### src/rtl/carrier_sync_controller.sv
`default_nettype none
// ============================================================================
// Module      : carrier_sync_controller
// Description : Sequences the peak detector through acquisition, lock and
//               loss-of-lock recovery. Latches the detector offset for the
//               demodulator and, while locked, checks that peaks keep
//               arriving at the phases the offset predicts.
//               Optional build macro CARRIER_SYNC_STATS_EN adds the
//               miss_total output (saturating count of missed periods).
// Revision    : 1.0 - initial release
// ============================================================================
module carrier_sync_controller #(
    parameter int DATA_WIDTH     = 8,
    parameter int WAVELENGTH     = 40,
    parameter int THRESHOLD      = 150,
    parameter int MISS_LIMIT     = 3,
    parameter int ACQ_TIMEOUT    = 100,
    parameter int HOLDOFF_CYCLES = 8
) (
    input  logic                  clk,
    input  logic                  rst,
    input  logic                  enable,
    input  logic [DATA_WIDTH-1:0] signal,
    input  logic [15:0]           phase,
    input  logic                  det_ready,
    input  logic [15:0]           det_offset,
    output logic                  det_clear,
    output logic [15:0]           offset,
    output logic                  locked,
    output logic [1:0]            state,
    output logic [7:0]            relock_count,
    output logic                  acq_timeout
`ifdef CARRIER_SYNC_STATS_EN
    ,
    output logic [15:0]           miss_total
`endif
);

    typedef enum logic [1:0] {
        S_IDLE    = 2'd0,
        S_ACQUIRE = 2'd1,
        S_LOCKED  = 2'd2,
        S_HOLDOFF = 2'd3
    } state_t;

    localparam logic [16:0] c_WAVE17     = 17'(WAVELENGTH);
    localparam logic [16:0] c_QTR        = 17'(WAVELENGTH / 4);
    localparam logic [16:0] c_THREE_QTR  = 17'((3 * WAVELENGTH) / 4);
    localparam logic [15:0] c_WAVE16     = 16'(WAVELENGTH);
    localparam logic [15:0] c_ACQ_LAST   = 16'(ACQ_TIMEOUT - 1);
    localparam logic [15:0] c_HOLD_LAST  = 16'(HOLDOFF_CYCLES - 1);
    localparam logic [15:0] c_MISS_LIMIT = 16'(MISS_LIMIT);
    localparam logic [31:0] c_THRESH     = 32'(THRESHOLD);

    state_t      r_state;
    logic        r_det_clear;
    logic [15:0] r_offset;
    logic        r_locked;
    logic [7:0]  r_relock;
    logic        r_acq_to;
    logic [15:0] r_timer;
    logic [15:0] r_holdoff;
    logic [15:0] r_miss;
    logic        r_hit;

    state_t      w_state_nxt;
    logic        w_det_clear_nxt;
    logic [15:0] w_offset_nxt;
    logic        w_locked_nxt;
    logic [7:0]  w_relock_nxt;
    logic        w_acq_to_nxt;
    logic [15:0] w_timer_nxt;
    logic [15:0] w_holdoff_nxt;
    logic [15:0] w_miss_nxt;
    logic        w_hit_nxt;

    logic [16:0] w_sum0;
    logic [16:0] w_sum1;
    logic [16:0] w_e0;
    logic [16:0] w_e1;
    logic        w_peak;
    logic        w_boundary;
    logic [15:0] w_miss_inc;
    logic [15:0] w_det_mod;

    // Expected peak phases. The latched offset is always below WAVELENGTH,
    // so each 17-bit sum is below 2*WAVELENGTH and one conditional subtract
    // is an exact modulo. Phases >= WAVELENGTH can therefore never match.
    always_comb begin
        w_sum0     = {1'b0, r_offset} + c_QTR;
        w_sum1     = {1'b0, r_offset} + c_THREE_QTR;
        w_e0       = (w_sum0 >= c_WAVE17) ? (w_sum0 - c_WAVE17) : w_sum0;
        w_e1       = (w_sum1 >= c_WAVE17) ? (w_sum1 - c_WAVE17) : w_sum1;
        w_peak     = (({1'b0, phase} == w_e0) || ({1'b0, phase} == w_e1)) &&
                     (32'(signal) > c_THRESH);
        w_boundary = (phase == r_offset);
        w_miss_inc = r_miss + 16'd1;
        w_det_mod  = det_offset % c_WAVE16;
    end

    // Next-state and next-output decode; enable low overrides every state.
    always_comb begin
        w_state_nxt     = r_state;
        w_det_clear_nxt = r_det_clear;
        w_offset_nxt    = r_offset;
        w_locked_nxt    = r_locked;
        w_relock_nxt    = r_relock;
        w_acq_to_nxt    = 1'b0;
        w_timer_nxt     = r_timer;
        w_holdoff_nxt   = r_holdoff;
        w_miss_nxt      = r_miss;
        w_hit_nxt       = r_hit;

        if (!enable) begin
            w_state_nxt     = S_IDLE;
            w_locked_nxt    = 1'b0;
            w_det_clear_nxt = 1'b1;
        end else begin
            case (r_state)
                S_IDLE: begin
                    w_state_nxt     = S_ACQUIRE;
                    w_det_clear_nxt = 1'b0;
                    w_timer_nxt     = 16'd0;
                end

                S_ACQUIRE: begin
                    w_timer_nxt     = r_timer + 16'd1;
                    w_det_clear_nxt = 1'b0;
                    // A detector result beats a simultaneous timer expiry.
                    if (det_ready) begin
                        w_offset_nxt = w_det_mod;
                        w_locked_nxt = 1'b1;
                        w_miss_nxt   = 16'd0;
                        w_hit_nxt    = 1'b0;
                        w_state_nxt  = S_LOCKED;
                    end else if (r_timer == c_ACQ_LAST) begin
                        w_acq_to_nxt    = 1'b1;
                        w_det_clear_nxt = 1'b1;
                        w_timer_nxt     = 16'd0;
                    end
                end

                S_LOCKED: begin
                    if (w_boundary) begin
                        w_hit_nxt = 1'b0;
                        if (r_hit || w_peak) begin
                            w_miss_nxt = 16'd0;
                        end else begin
                            w_miss_nxt = w_miss_inc;
                            if (w_miss_inc == c_MISS_LIMIT) begin
                                w_locked_nxt    = 1'b0;
                                w_det_clear_nxt = 1'b1;
                                w_relock_nxt    = (r_relock == 8'hFF) ? r_relock
                                                                      : r_relock + 8'd1;
                                w_holdoff_nxt   = 16'd0;
                                w_state_nxt     = S_HOLDOFF;
                            end
                        end
                    end else if (w_peak) begin
                        w_hit_nxt = 1'b1;
                    end
                end

                S_HOLDOFF: begin
                    w_det_clear_nxt = 1'b1;
                    w_locked_nxt    = 1'b0;
                    w_holdoff_nxt   = r_holdoff + 16'd1;
                    if (r_holdoff == c_HOLD_LAST) begin
                        w_state_nxt     = S_ACQUIRE;
                        w_det_clear_nxt = 1'b0;
                        w_timer_nxt     = 16'd0;
                    end
                end

                default: begin
                    w_state_nxt     = S_IDLE;
                    w_det_clear_nxt = 1'b1;
                    w_locked_nxt    = 1'b0;
                end
            endcase
        end
    end

    // State and output registers; reset clears any pending pulse at once.
    always_ff @(posedge clk or posedge rst) begin
        if (rst) begin
            r_state     <= S_IDLE;
            r_det_clear <= 1'b1;
            r_offset    <= 16'd0;
            r_locked    <= 1'b0;
            r_relock    <= 8'd0;
            r_acq_to    <= 1'b0;
            r_timer     <= 16'd0;
            r_holdoff   <= 16'd0;
            r_miss      <= 16'd0;
            r_hit       <= 1'b0;
        end else begin
            r_state     <= w_state_nxt;
            r_det_clear <= w_det_clear_nxt;
            r_offset    <= w_offset_nxt;
            r_locked    <= w_locked_nxt;
            r_relock    <= w_relock_nxt;
            r_acq_to    <= w_acq_to_nxt;
            r_timer     <= w_timer_nxt;
            r_holdoff   <= w_holdoff_nxt;
            r_miss      <= w_miss_nxt;
            r_hit       <= w_hit_nxt;
        end
    end

`ifdef CARRIER_SYNC_STATS_EN
    logic        w_miss_evt;
    logic [15:0] r_miss_total;

    assign w_miss_evt = enable && (r_state == S_LOCKED) && w_boundary &&
                        !(r_hit || w_peak);

    // Lifetime count of missed period boundaries, cleared only by reset.
    always_ff @(posedge clk or posedge rst) begin
        if (rst) begin
            r_miss_total <= 16'd0;
        end else if (w_miss_evt && (r_miss_total != 16'hFFFF)) begin
            r_miss_total <= r_miss_total + 16'd1;
        end
    end

    assign miss_total = r_miss_total;
`endif

    assign det_clear    = r_det_clear;
    assign offset       = r_offset;
    assign locked       = r_locked;
    assign state        = r_state;
    assign relock_count = r_relock;
    assign acq_timeout  = r_acq_to;

endmodule
`default_nettype wire

### config.mk
export PLATFORM = sky130hd
export DESIGN_NAME = carrier_sync_controller
export DESIGN_NICKNAME = d
export VERILOG_FILES = /design/src/rtl/carrier_sync_controller.sv
export SDC_FILE = /design/constraint.sdc
export NUM_CORES = 1
export LEC_CHECK = 0
export ABC_AREA = 1
export CAP_MARGIN = 30
export CORE_ASPECT_RATIO = 0.7
export CORE_UTILIZATION = 40
export CTS_CLUSTER_SIZE = 16
export DETAILED_ROUTE_END_ITERATION = 8
export PLACE_DENSITY_LB_ADDON = 0.2
export SETUP_SLACK_MARGIN = 0.3
export SLEW_MARGIN = 10
export SYNTH_ARGS = -nofsm -noshare
export SYNTH_HDL_FRONTEND = slang
export SYNTH_SLANG_ARGS = --single-unit
### constraint.sdc
create_clock -name clk -period 11.73 [get_ports clk]
set_input_delay 1.7595 -clock clk [delete_from_list [all_inputs] [get_ports clk]]
set_output_delay 1.7595 -clock clk [all_outputs]
set_load 0.02 [all_outputs]
## After elaboration in Yosys (flattened, before gate mapping)

Cells that the tools add are included.

| operators by class | value |
|---|---|
| add/subtract/negate cells | 8 |
| divide/modulo/power cells | 1 |
| magnitude comparators | 3 |
| eq/ne operators | 22 |
| muxes and demuxes | 41 |
| bitwise logic cells | 2 |
| reduce and logical (&&, ||, !) cells | 16 |

Operators by type and width:

| kind | number |
|---|---|
| 16-bit two-way mux | 9 |
| 16-bit one-hot mux with 2 select lines | 2 |
| 16-bit by 1-bit adder with 16-bit output (second input constant) | 3 |
| 16-bit one-hot mux with 3 select lines | 1 |
| 16-bit by 17-bit equality test with 1-bit output | 2 |
| 17-bit by 6-bit >= comparator with 1-bit output (second input constant) | 2 |
| 17-bit two-way mux | 2 |
| 17-bit by 6-bit subtractor with 17-bit output (second input constant) | 2 |
| 3-bit inequality test (second input constant) | 6 |
| 16-bit by 4-bit adder with 17-bit output (second input constant) | 1 |
| 16-bit by 5-bit adder with 17-bit output (second input constant) | 1 |
| 1-bit two-way mux | 17 |
| 16-bit equality test | 1 |
| 16-bit by 2-bit equality test with 1-bit output (second input constant) | 1 |
| 16-bit by 3-bit equality test with 1-bit output (second input constant) | 1 |
| 16-bit by 7-bit equality test with 1-bit output (second input constant) | 1 |
| 16-bit by 6-bit modulo with 16-bit output (second input constant) | 1 |
| 5-bit AND reduction | 3 |
| 2-bit two-way mux | 6 |
| 2-bit inequality test (second input constant) | 5 |
| 3-bit AND reduction | 3 |
| 8-bit by 1-bit adder with 8-bit output (second input constant) | 1 |
| 8-bit equality test (second input constant) | 1 |
| 8-bit greater-than comparator (second input constant) | 1 |
| 15 further kinds | 20 |

| word-level totals | value |
|---|---|
| register bits | 78 |
| input bits | 44 |
| output and inout port bits | 29 |
| word-level logic and storage cells | 103 |

## Longest topological paths before layout

Gate-level depths: netlist (run 1).

| depth | value |
|---|---|
| word-level depth | 11 |
| gate-level depth with buffers | 48 |
| depth with buffers taken out | 48 |

## Least setup slack after synthesis (run 1)

No wires, ideal clock.

| timing | value |
|---|---|
| path type | input port to flip-flop |
| from | in det_offset[15] |
| to | reg r_offset[3], in the netlist offset[3] |
| library setup time | 0.116 ns |
| arrival | 4.892 ns |
| data required time | 11.614 ns |
| setup slack | 6.722 ns |
| stages on the path | 44 |
| path buffers | 0 |
| cell sequence | inv_1 > nor2_2 > nor2_2 > inv_1 > o211ai_1 > nand3_2 > nand2_2 > nand2_2 > nand2_1 > nand3_2 > nand2_2 > nand2_1 > nand2_1 > nand2_2 > inv_2 > nand2_4 > nand2_4 > nand2_1 > (+8 left out) > nand2_2 > inv_2 > nand2_2 > nand3_1 > nand2_2 > nand2_2 > nand2_2 > nand2_2 > a21boi_1 > nand2_2 > nand3_1 > nand3_2 > nand2_2 > nand2_1 > nand2_1 > nand2_1 > nand2_1 > nand2_1 |

| between the ends | value |
|---|---|
| cells in the longest elaborated chain, start to end | 1 |

RTL lines:

| what | line | source |
|---|---|---|
| start, declared | 26 | `input logic [15:0] det_offset,` |
| 16-bit by 6-bit modulo with 16-bit output | 98 | `w_det_mod = det_offset % c_WAVE16;` |
| end signal, assigned | 200 | `r_offset <= w_offset_nxt;` |
| end, declared | 57 | `logic [15:0] r_offset;` |

No other way between the ends.
A chain may end at the register's enable or synchronous reset.

## Worst setup path after layout (run 1)

| timing | value |
|---|---|
| from | in det_offset[13] |
| to | reg r_offset[3], in the netlist offset[3] |

Same word-level chain as after synthesis.

==> qor.json, run 1 <==
{
  "status": "complete, no violations",
  "htree_levels": 3,
  "cts_tree": "built",
  "cts.root.buffer_cell": "sky130_fd_sc_hd__clkbuf_16",
  "floorplan.die.height_um": 114,
  "num_rows": 40,
  "globalRouteOverflowTotal": 0,
  "leakage_nw": 4.04,
  "number_of_global_route_vias_before_repair": 6141,
  "vdd_drop_max_v": 0.0000944,
  "cpPeakStageDelay_ns": 0.55,
  "antennaDiodeCount": 0,
  "layout.cells.most_common": "sky130_fd_sc_hd__nand2_1",
  "hp-class": "flip-flop to flip-flop",
  "required_ns": 11.95,
  "first_pass_iters": 5,
  "post-dp-hpwl_um": 13800,
  "postSynthRegisterBits": 78,
  "synthArstFlopShare": 1.00,
  "clkTransAtPathRegs_ns": 0.06,
  "die_w_um": 162,
  "most_frequent_cp_cell": "sky130_fd_sc_hd__nand2_2",
  "leading_register_cell_type_out_of_synthesis": "sky130_fd_sc_hd__dfrtp_1",
  "finalCriticalPeriod_ns": 5.67,
  "unrepaired_setup_endpoints_after_global_routing": "no",
  "synth_warn": 0,
  "area_growth_pct": 18.1,
  "routed_wirelength_um": 17400,
  "cts_num_sinks": 78,
  "portBuffers": 72,
  "postCtsHoldBufs": 0,
  "crit_path_max_fanout": 4,
  "power.density_nw_per_um2": 193,
  "share_of_the_yosys_chip_area_belonging_to_registers": 0.273,
  "finalWeightedCongestion": 0.882,
  "timing.final.ws_setup_ns": 6.06,
  "critPathSlowestCell": "sky130_fd_sc_hd__clkdlybuf4s50_1",
  "startpoint_type": "primary input",
  "ios": 73,
  "route.vias.total": 6694,
  "drtIter0Drc": 463,
  "critical_path_arrival_ns": 5.89,
  "grt_first_pass_wirelength_um": 29800,
  "final_net_count": 1161,
  "maximum_number_of_pins_on_one_net_before_global_route_repair": 65,
  "synthesis.instances": 1031,
  "globalRouteTotalUtil": 0.197,
  "final_antenna_net_count": 0,
  "number_of_max_cap_violations": 0,
  "clock_tree.buffer_depth": 2,
  "layout.filler_cells": 1768,
  "yosys_cell_types": 60,
  "insertion_delay_ns": 0.34,
  "coreArea_sq_um": 17300,
  "critical_path.endpoint_type": "flip-flop",
  "timing.final.setup_violations": 0,
  "start_util": 0.413,
  "tritoncts.num_buffers": 9,
  "final_max_slew_viol_count": 0,
  "drc_errors": 0,
  "cts_resized": 0,
  "layout_worst_path_cycle_share": 0.484,
  "sum_of_negative_setup_slack_ns": 0,
  "place_ws_ns": 5.75,
  "crit_type": "primary input to flip-flop",
  "worst_slew_pin_slew_ns": 0.787,
  "grt_antenna_before_repair": 0,
  "worst_clock_skew_ns": 0.00954,
  "netlist_area_before_placement_sq_um": 7150,
  "timing.slew.headroom": 0.468,
  "rrSetupSlack_ns": 6.93,
  "die_area_sq_um": 18400,
  "share_of_final_layout_standard_cells_stronger_than_drive_strength_1": 0.107,
  "post_cts.repair.setup_buffers": 0,
  "synth-edff-count": 0,
  "synth_area_per_cell_sq_um": 6.93,
  "routed_wire_length_per_instance_um": 13.0,
  "via_per_inst": 5.00,
  "final_cell_mix": "sky130_fd_sc_hd__nand2_1, sky130_fd_sc_hd__inv_1, sky130_fd_sc_hd__nand3_1",
  "finalHoldViolCount": 0,
  "synth.net_count": 1090,
  "fmaxAchievable_mhz": 176
}
==> final timing paths <==
check,from,to,depth (start not counted)
min,locked,locked,2
max,det_offset[13],offset[3],44
min reg2reg,locked,locked,2
max reg2reg,offset[1],r_holdoff[3],31
max in group asynchronous,rst,det_clear,4
min in group asynchronous,rst,offset[13],3
==> cell families (layout without fill, tap and decap cells) <==
logic type / count (synthesis) / in the layout / share of synthesized area
AND/OR/NAND/NOR: 518 / 518 / 0.360
buffers and inverters: 203 / 279 / 0.110
AO/OA/AOI/OAI: 119 / 119 / 0.106
XOR/XNOR: 97 / 97 / 0.123
flip-flops: 78 / 78 / 0.273
adder cells (fa/ha/maj): 15 / 15 / 0.0263
multiplexers: 1 / 1 / 0.00158
==> cell usage after synthesis, types with 4 or more instances <==
cell type / number / area, sq um
sky130_fd_sc_hd__a21oi_1: 27 / 135
sky130_fd_sc_hd__a31oi_1: 7 / 43.8
sky130_fd_sc_hd__buf_2: 6 / 30.0
sky130_fd_sc_hd__clkbuf_1: 7 / 26.3
sky130_fd_sc_hd__dfrtp_1: 77 / 1930
sky130_fd_sc_hd__ha_1: 15 / 188
sky130_fd_sc_hd__inv_1: 168 / 631
sky130_fd_sc_hd__inv_2: 17 / 63.8
sky130_fd_sc_hd__nand2_1: 192 / 721
sky130_fd_sc_hd__nand2_2: 30 / 188
sky130_fd_sc_hd__nand2_4: 5 / 56.3
sky130_fd_sc_hd__nand3_1: 83 / 415
sky130_fd_sc_hd__nand3_2: 12 / 120
sky130_fd_sc_hd__nand4_1: 34 / 213
sky130_fd_sc_hd__nor2_1: 80 / 300
sky130_fd_sc_hd__nor2_2: 8 / 50.1
sky130_fd_sc_hd__nor2_4: 4 / 45.0
sky130_fd_sc_hd__nor3_1: 28 / 140
sky130_fd_sc_hd__nor3_2: 5 / 50.1
sky130_fd_sc_hd__nor4_1: 21 / 131
sky130_fd_sc_hd__o21a_1: 6 / 45.0
sky130_fd_sc_hd__o21ai_0: 33 / 165
sky130_fd_sc_hd__o21ai_1: 5 / 25.0
sky130_fd_sc_hd__o31ai_1: 7 / 52.6
sky130_fd_sc_hd__o32ai_1: 12 / 105
sky130_fd_sc_hd__xnor2_1: 19 / 166
sky130_fd_sc_hd__xor2_1: 74 / 648
==> per-layer routing <==
layer  routed length, um  GRT usage  up-vias
met1                9510      0.303     3045
met4                  48     0.0233        0
met3                 787     0.0385        4
met2                7050      0.287      137
met5                   0          0        -
li1                    -          -     3508
==> per-stage QoR <==
stage | cells | total power (W) | util | hold slack (ns) | area (sq um)
floorplan | 1031 | 0.00111 | - | 0.487 | 7150
global placement | 1320 | 0.00132 | 0.467 | 0.491 | 8090
detailed placement | 1322 | 0.00133 | 0.469 | 0.485 | 8130
CTS | 1338 | 0.00163 | 0.488 | 0.501 | 8440
global route | 1338 | 0.00179 | 0.488 | 0.517 | 8440
finish | 1338 | 0.00163 | 0.488 | 0.493 | 8440
==> registers in the layout, summed over array words and instances, names as in the netlist <==
| signal | cells |
|---|---|
| r_timer | 16 |
| state | 2 |
| locked | 1 |
| acq_timeout | 1 |
| det_clear | 1 |
| relock_count | 8 |
| r_holdoff | 16 |
| offset | 16 |
| r_miss | 16 |
| r_hit | 1 |
==> report_power, final <==
part / internal, W / total, W / switching [W] / leakage [nW]
registers: 0.000320 / 0.000375 / 0.0000544 / 1.05
logic: 0.000359 / 0.000963 / 0.000604 / 2.83
clock network: 0.000186 / 0.000295 / 0.000109 / 0.157
==> worst max-delay path: cells and delay by family <==
kind | cells | cell delay, ns
AND/OR/NAND/NOR | 40 | 3.26
AO/OA/AOI/OAI | 1 | 0.20
buffers and inverters | 3 | 0.65
==> final cells by class <==
cell class / count / area (sq um) / share of cell area
clock buffer: 10 / 229 / 0.0271
clock inverter: 6 / 83.8 / 0.00993
inverter: 187 / 706 / 0.0836
multi-input combinational: 750 / 4410 / 0.522
sequential: 78 / 1950 / 0.231
tap: 231 / 289 / 0.0342
timing repair buffer: 76 / 771 / 0.0913
(Power assumes the default switching activity.)
==> inputs of run 2 (changes only) <==
- clock period: 11.73 -> 4.82 ns (I/O delays scaled with it)
==> qor.json, run 2 (synthesis results as in run 1) <==
{
  "unrepaired_setup_endpoints_after_global_routing": {"value": "yes", "change": "was no"},
  "cts_tree": {"value": "built", "change": "unchanged"},
  "global_route.peak_usage_layer": {"value": "met1", "change": "unchanged"},
  "insertion_delay": {"value": 0.34, "unit": "ns", "change": "about the same"},
  "num_rows": {"value": 40, "change": "unchanged"},
  "worst_slew_pin_slew": {"value": 0.738, "unit": "ns", "change": "was 0.787 ns"},
  "drc_errors": {"value": 0, "change": "unchanged"},
  "holdCritStartpoint": {"value": "locked", "change": "unchanged"},
  "worst_r2r_path_depth": {"value": 31, "change": "unchanged"},
  "final_util": {"value": 0.527, "change": "was 0.488"},
  "coreArea": {"value": 17300, "unit": "sq um", "change": "unchanged"},
  "startpoint_type": {"value": "primary input", "change": "unchanged"},
  "final_cells": {"value": 1386, "change": "was 1338"},
  "drtIter0Drc": {"value": 401, "change": "was 463"},
  "portBuffers": {"value": 72, "change": "unchanged"},
  "ios": {"value": 73, "change": "unchanged"},
  "cpPeakStageDelay": {"value": 0.17, "unit": "ns", "change": "was 0.55 ns"},
  "final_antenna_net_count": {"value": 0, "change": "unchanged"},
  "share_of_final_layout_standard_cells_stronger_than_drive_strength_1": {"value": 0.196, "change": "was 0.107"},
  "cts_num_sinks": {"value": 78, "change": "unchanged"},
  "post-layout-total-power": {"value": 0.00440, "unit": "W", "change": "was 0.00163 W"},
  "routed_wirelength": {"value": 18500, "unit": "um", "change": "was 17400 um"},
  "cts.root.buffer_cell": {"value": "sky130_fd_sc_hd__clkbuf_16", "change": "unchanged"},
  "rrSetupSlack": {"value": 0.56, "unit": "ns", "change": "was 6.93 ns"},
  "htree_levels": {"value": 3, "change": "unchanged"},
  "critical_path_arrival": {"value": 4.51, "unit": "ns", "change": "was 5.89 ns"},
  "most_frequent_cp_cell": {"value": "sky130_fd_sc_hd__nand2_2", "change": "unchanged"},
  "post-dp-hpwl": {"value": 14200, "unit": "um", "change": "was 13800 um"},
  "power.density": {"value": 482, "unit": "nW/um^2", "change": "was 193 nW/um^2"},
  "fmaxAchievable_mhz": 233,
  "die_area": {"value": 18400, "unit": "sq um", "change": "unchanged"},
  "worst_hold_path_ep": {"value": "locked", "change": "unchanged"},
  "layout.filler_cells": {"value": 1690, "change": "was 1768"},
  "regToRegEndpoint": {"value": "r_holdoff[4]", "change": "was r_holdoff[3]"},
  "maximum_number_of_pins_on_one_net_before_global_route_repair": {"value": 42, "change": "was 65"},
  "floorplan.die.height": {"value": 114, "unit": "um", "change": "unchanged"},
  "worst_clock_skew": {"value": 0.0107, "unit": "ns", "change": "was 0.00954 ns"},
  "via_per_inst": {"value": 5.00, "change": "about the same"},
  "layout.cells.most_common": {"value": "sky130_fd_sc_hd__nand2_1", "change": "unchanged"},
  "crit_type": {"value": "primary input to flip-flop", "change": "unchanged"},
  "tritoncts.num_buffers": {"value": 9, "change": "unchanged"},
  "finalCriticalPeriod_ns": 4.29,
  "final_cell_mix": {"value": "sky130_fd_sc_hd__nand2_1, sky130_fd_sc_hd__inv_1, sky130_fd_sc_hd__nand3_1", "change": "unchanged"},
  "timing.final.ws_setup": {"value": 0.533, "unit": "ns", "change": "was 6.06 ns"},
  "status": {"value": "complete, no violations", "change": "unchanged"},
  "globalRouteTotalUtil": {"value": 0.200, "change": "was 0.197"},
  "vdd_drop_max": {"value": 0.000266, "unit": "V", "change": "was 0.0000944 V"},
  "footprint_of_the_multi_input_gates": {"value": 4700, "unit": "sq um", "change": "was 4410 sq um"},
  "number_of_global_route_vias_before_repair": {"value": 6202, "change": "was 6141"},
  "clkTransAtPathRegs": {"value": 0.06, "unit": "ns", "change": "about the same"},
  "grt.met2_usage": {"value": 0.286, "change": "was 0.287"},
  "place_ws": {"value": -0.124, "unit": "ns", "change": "was 5.75 ns"},
  "die_w": {"value": 162, "unit": "um", "change": "unchanged"},
  "gr-usage-met3": {"value": 0.0371, "change": "was 0.0385"},
  "timing.slew.headroom": {"value": 0.501, "change": "was 0.468"},
  "post_dp_cell_area": {"value": 8290, "unit": "sq um", "change": "was 8130 sq um"},
  "final_max_slew_viol_count": {"value": 0, "change": "unchanged"},
  "timing.final.setup_violations": {"value": 0, "change": "unchanged"},
  "critPathSlowestCell": {"value": "sky130_fd_sc_hd__a21oi_4", "change": "was sky130_fd_sc_hd__clkdlybuf4s50_1"},
  "grt_first_pass_wirelength": {"value": 30000, "unit": "um", "change": "was 29800 um"},
  "route.vias.total": {"value": 6928, "change": "was 6694"},
  "finalHoldViolCount": {"value": 0, "change": "unchanged"},
  "storage_cell_area": {"value": 1960, "unit": "sq um", "change": "was 1950 sq um"},
  "hp-class": {"value": "flip-flop to flip-flop", "change": "unchanged"},
  "clock_tree.buffer_depth": {"value": 2, "change": "unchanged"},
  "hold_depth": {"value": 2, "change": "unchanged"},
  "grt.met1_usage": {"value": 0.308, "change": "was 0.303"},
  "finalWeightedCongestion": {"value": 0.912, "change": "was 0.882"},
  "crit_path_max_fanout": {"value": 4, "change": "unchanged"},
  "area_growth": {"value": 27.6, "unit": "%", "change": "was 18.1%"},
  "crit-reg2reg-launch": {"value": "offset[1]", "change": "unchanged"},
  "start_util": {"value": 0.413, "change": "unchanged"},
  "grt_antenna_before_repair": {"value": 0, "change": "unchanged"},
  "final_design_area_no_fill": {"value": 9120, "unit": "sq um", "change": "was 8440 sq um"},
  "place.detailed.instances": {"value": 1343, "change": "was 1322"},
  "globalRouteOverflowTotal": {"value": 0, "change": "unchanged"},
  "layout_worst_path_cycle_share": 0.889,
  "routed_wire_length_per_instance": {"value": 13.3, "unit": "um", "change": "was 13.0 um"},
  "final_net_count": {"value": 1209, "change": "was 1161"},
  "leakage": {"value": 4.37, "unit": "nW", "change": "was 4.04 nW"},
  "critical_path.endpoint_type": {"value": "flip-flop", "change": "unchanged"},
  "first_pass_iters": {"value": 4, "change": "was 5"},
  "antennaDiodeCount": {"value": 0, "change": "unchanged"},
  "number_of_max_cap_violations": {"value": 0, "change": "unchanged"},
  "required": {"value": 5.04, "unit": "ns", "change": "was 11.95 ns"}
}
-- run 2: cell types whose count changed in the layout (fill, tap and decap cells not counted), moves of 5 or more --
cell	delta
sky130_fd_sc_hd__inv_1	-9
sky130_fd_sc_hd__nand2_4	+8
sky130_fd_sc_hd__buf_4	+46
sky130_fd_sc_hd__xor2_1	-5
sky130_fd_sc_hd__nand2_1	-14
sky130_fd_sc_hd__dfrtp_1	-8
sky130_fd_sc_hd__dfrtp_2	+8
sky130_fd_sc_hd__nor2_1	-6
sky130_fd_sc_hd__inv_2	+8
sky130_fd_sc_hd__nand3_1	-7
sky130_fd_sc_hd__nand2_2	+6
sky130_fd_sc_hd__clkdlybuf4s50_1	-5
-- run 2: power by group --
| part | internal (W) | total, W | switching (W) | leakage (nW) |
|---|---|---|---|---|
| Sequential | 0.000782 | 0.000888 | 0.000106 | 1.04 |
| Combinational | 0.00112 | 0.00279 | 0.00167 | 3.18 |
| Clock | 0.000452 | 0.000717 | 0.000265 | 0.157 |
-- run 2: how the worst max path moves through the flow --
| stage | slack [ns] | from | to | cells past startpoint |
|---|---|---|---|---|
| 2_1_floorplan | 0.82 | offset[1] | r_holdoff[15] | 32 |
| 3_3_place_gp | 0.05 | det_offset[13] | offset[3] | 44 |
| 3_5_place_dp | -0.12 | det_offset[13] | offset[3] | 46 |
| 4_1_cts | 0.31 | det_offset[12] | offset[3] | 47 |
| 5_1_grt | 0.16 | det_offset[12] | offset[3] | 47 |
| 6_report | 0.53 | det_offset[13] | offset[3] | 46 |
-- run 2: per-layer routing --
| metal | wire, um | share of wire |
|---|---|---|
| met3 | 971 | 0.053 |
| met2 | 7790 | 0.42 |
| met1 | 9600 | 0.52 |
| met4 | 107 | 0.0058 |
| met5 | 0 | 0 |
-- run 2: worst max-delay path, delay by kind of cell --
kind,cells,cell delay [ns]
buffers and inverters,4,0.32
AO/OA/AOI/OAI,1,0.17
AND/OR/NAND/NOR,41,3.31
-- run 2: final cells by class --
| cell class | instances | area share |
|---|---|---|
| multi-input combinational | 750 | 0.515 |
| sequential | 78 | 0.215 |
| timing repair buffer | 124 | 0.126 |
| inverter | 187 | 0.0777 |
| tap | 231 | 0.0317 |
| clock buffer | 10 | 0.0251 |
| clock inverter | 6 | 0.00919 |
-- run 2: per-stage QoR --
step | TNS (ns) | hold WS, ns
2_1_floorplan | 0 | 0.487
3_3_place_gp | 0 | 0.481
3_5_place_dp | -0.291 | 0.491
4_1_cts | 0 | 0.502
5_1_grt | 0 | 0.530
6_report | 0 | 0.500
-- run 2: timing repair --
action / CTS / global route
hold buffers: 0 / 0
endpoints found under the setup margin: 3 / 43
pin swaps: 4 / 33
buffers inserted: 3 / 24
resized for setup: 5 / 84
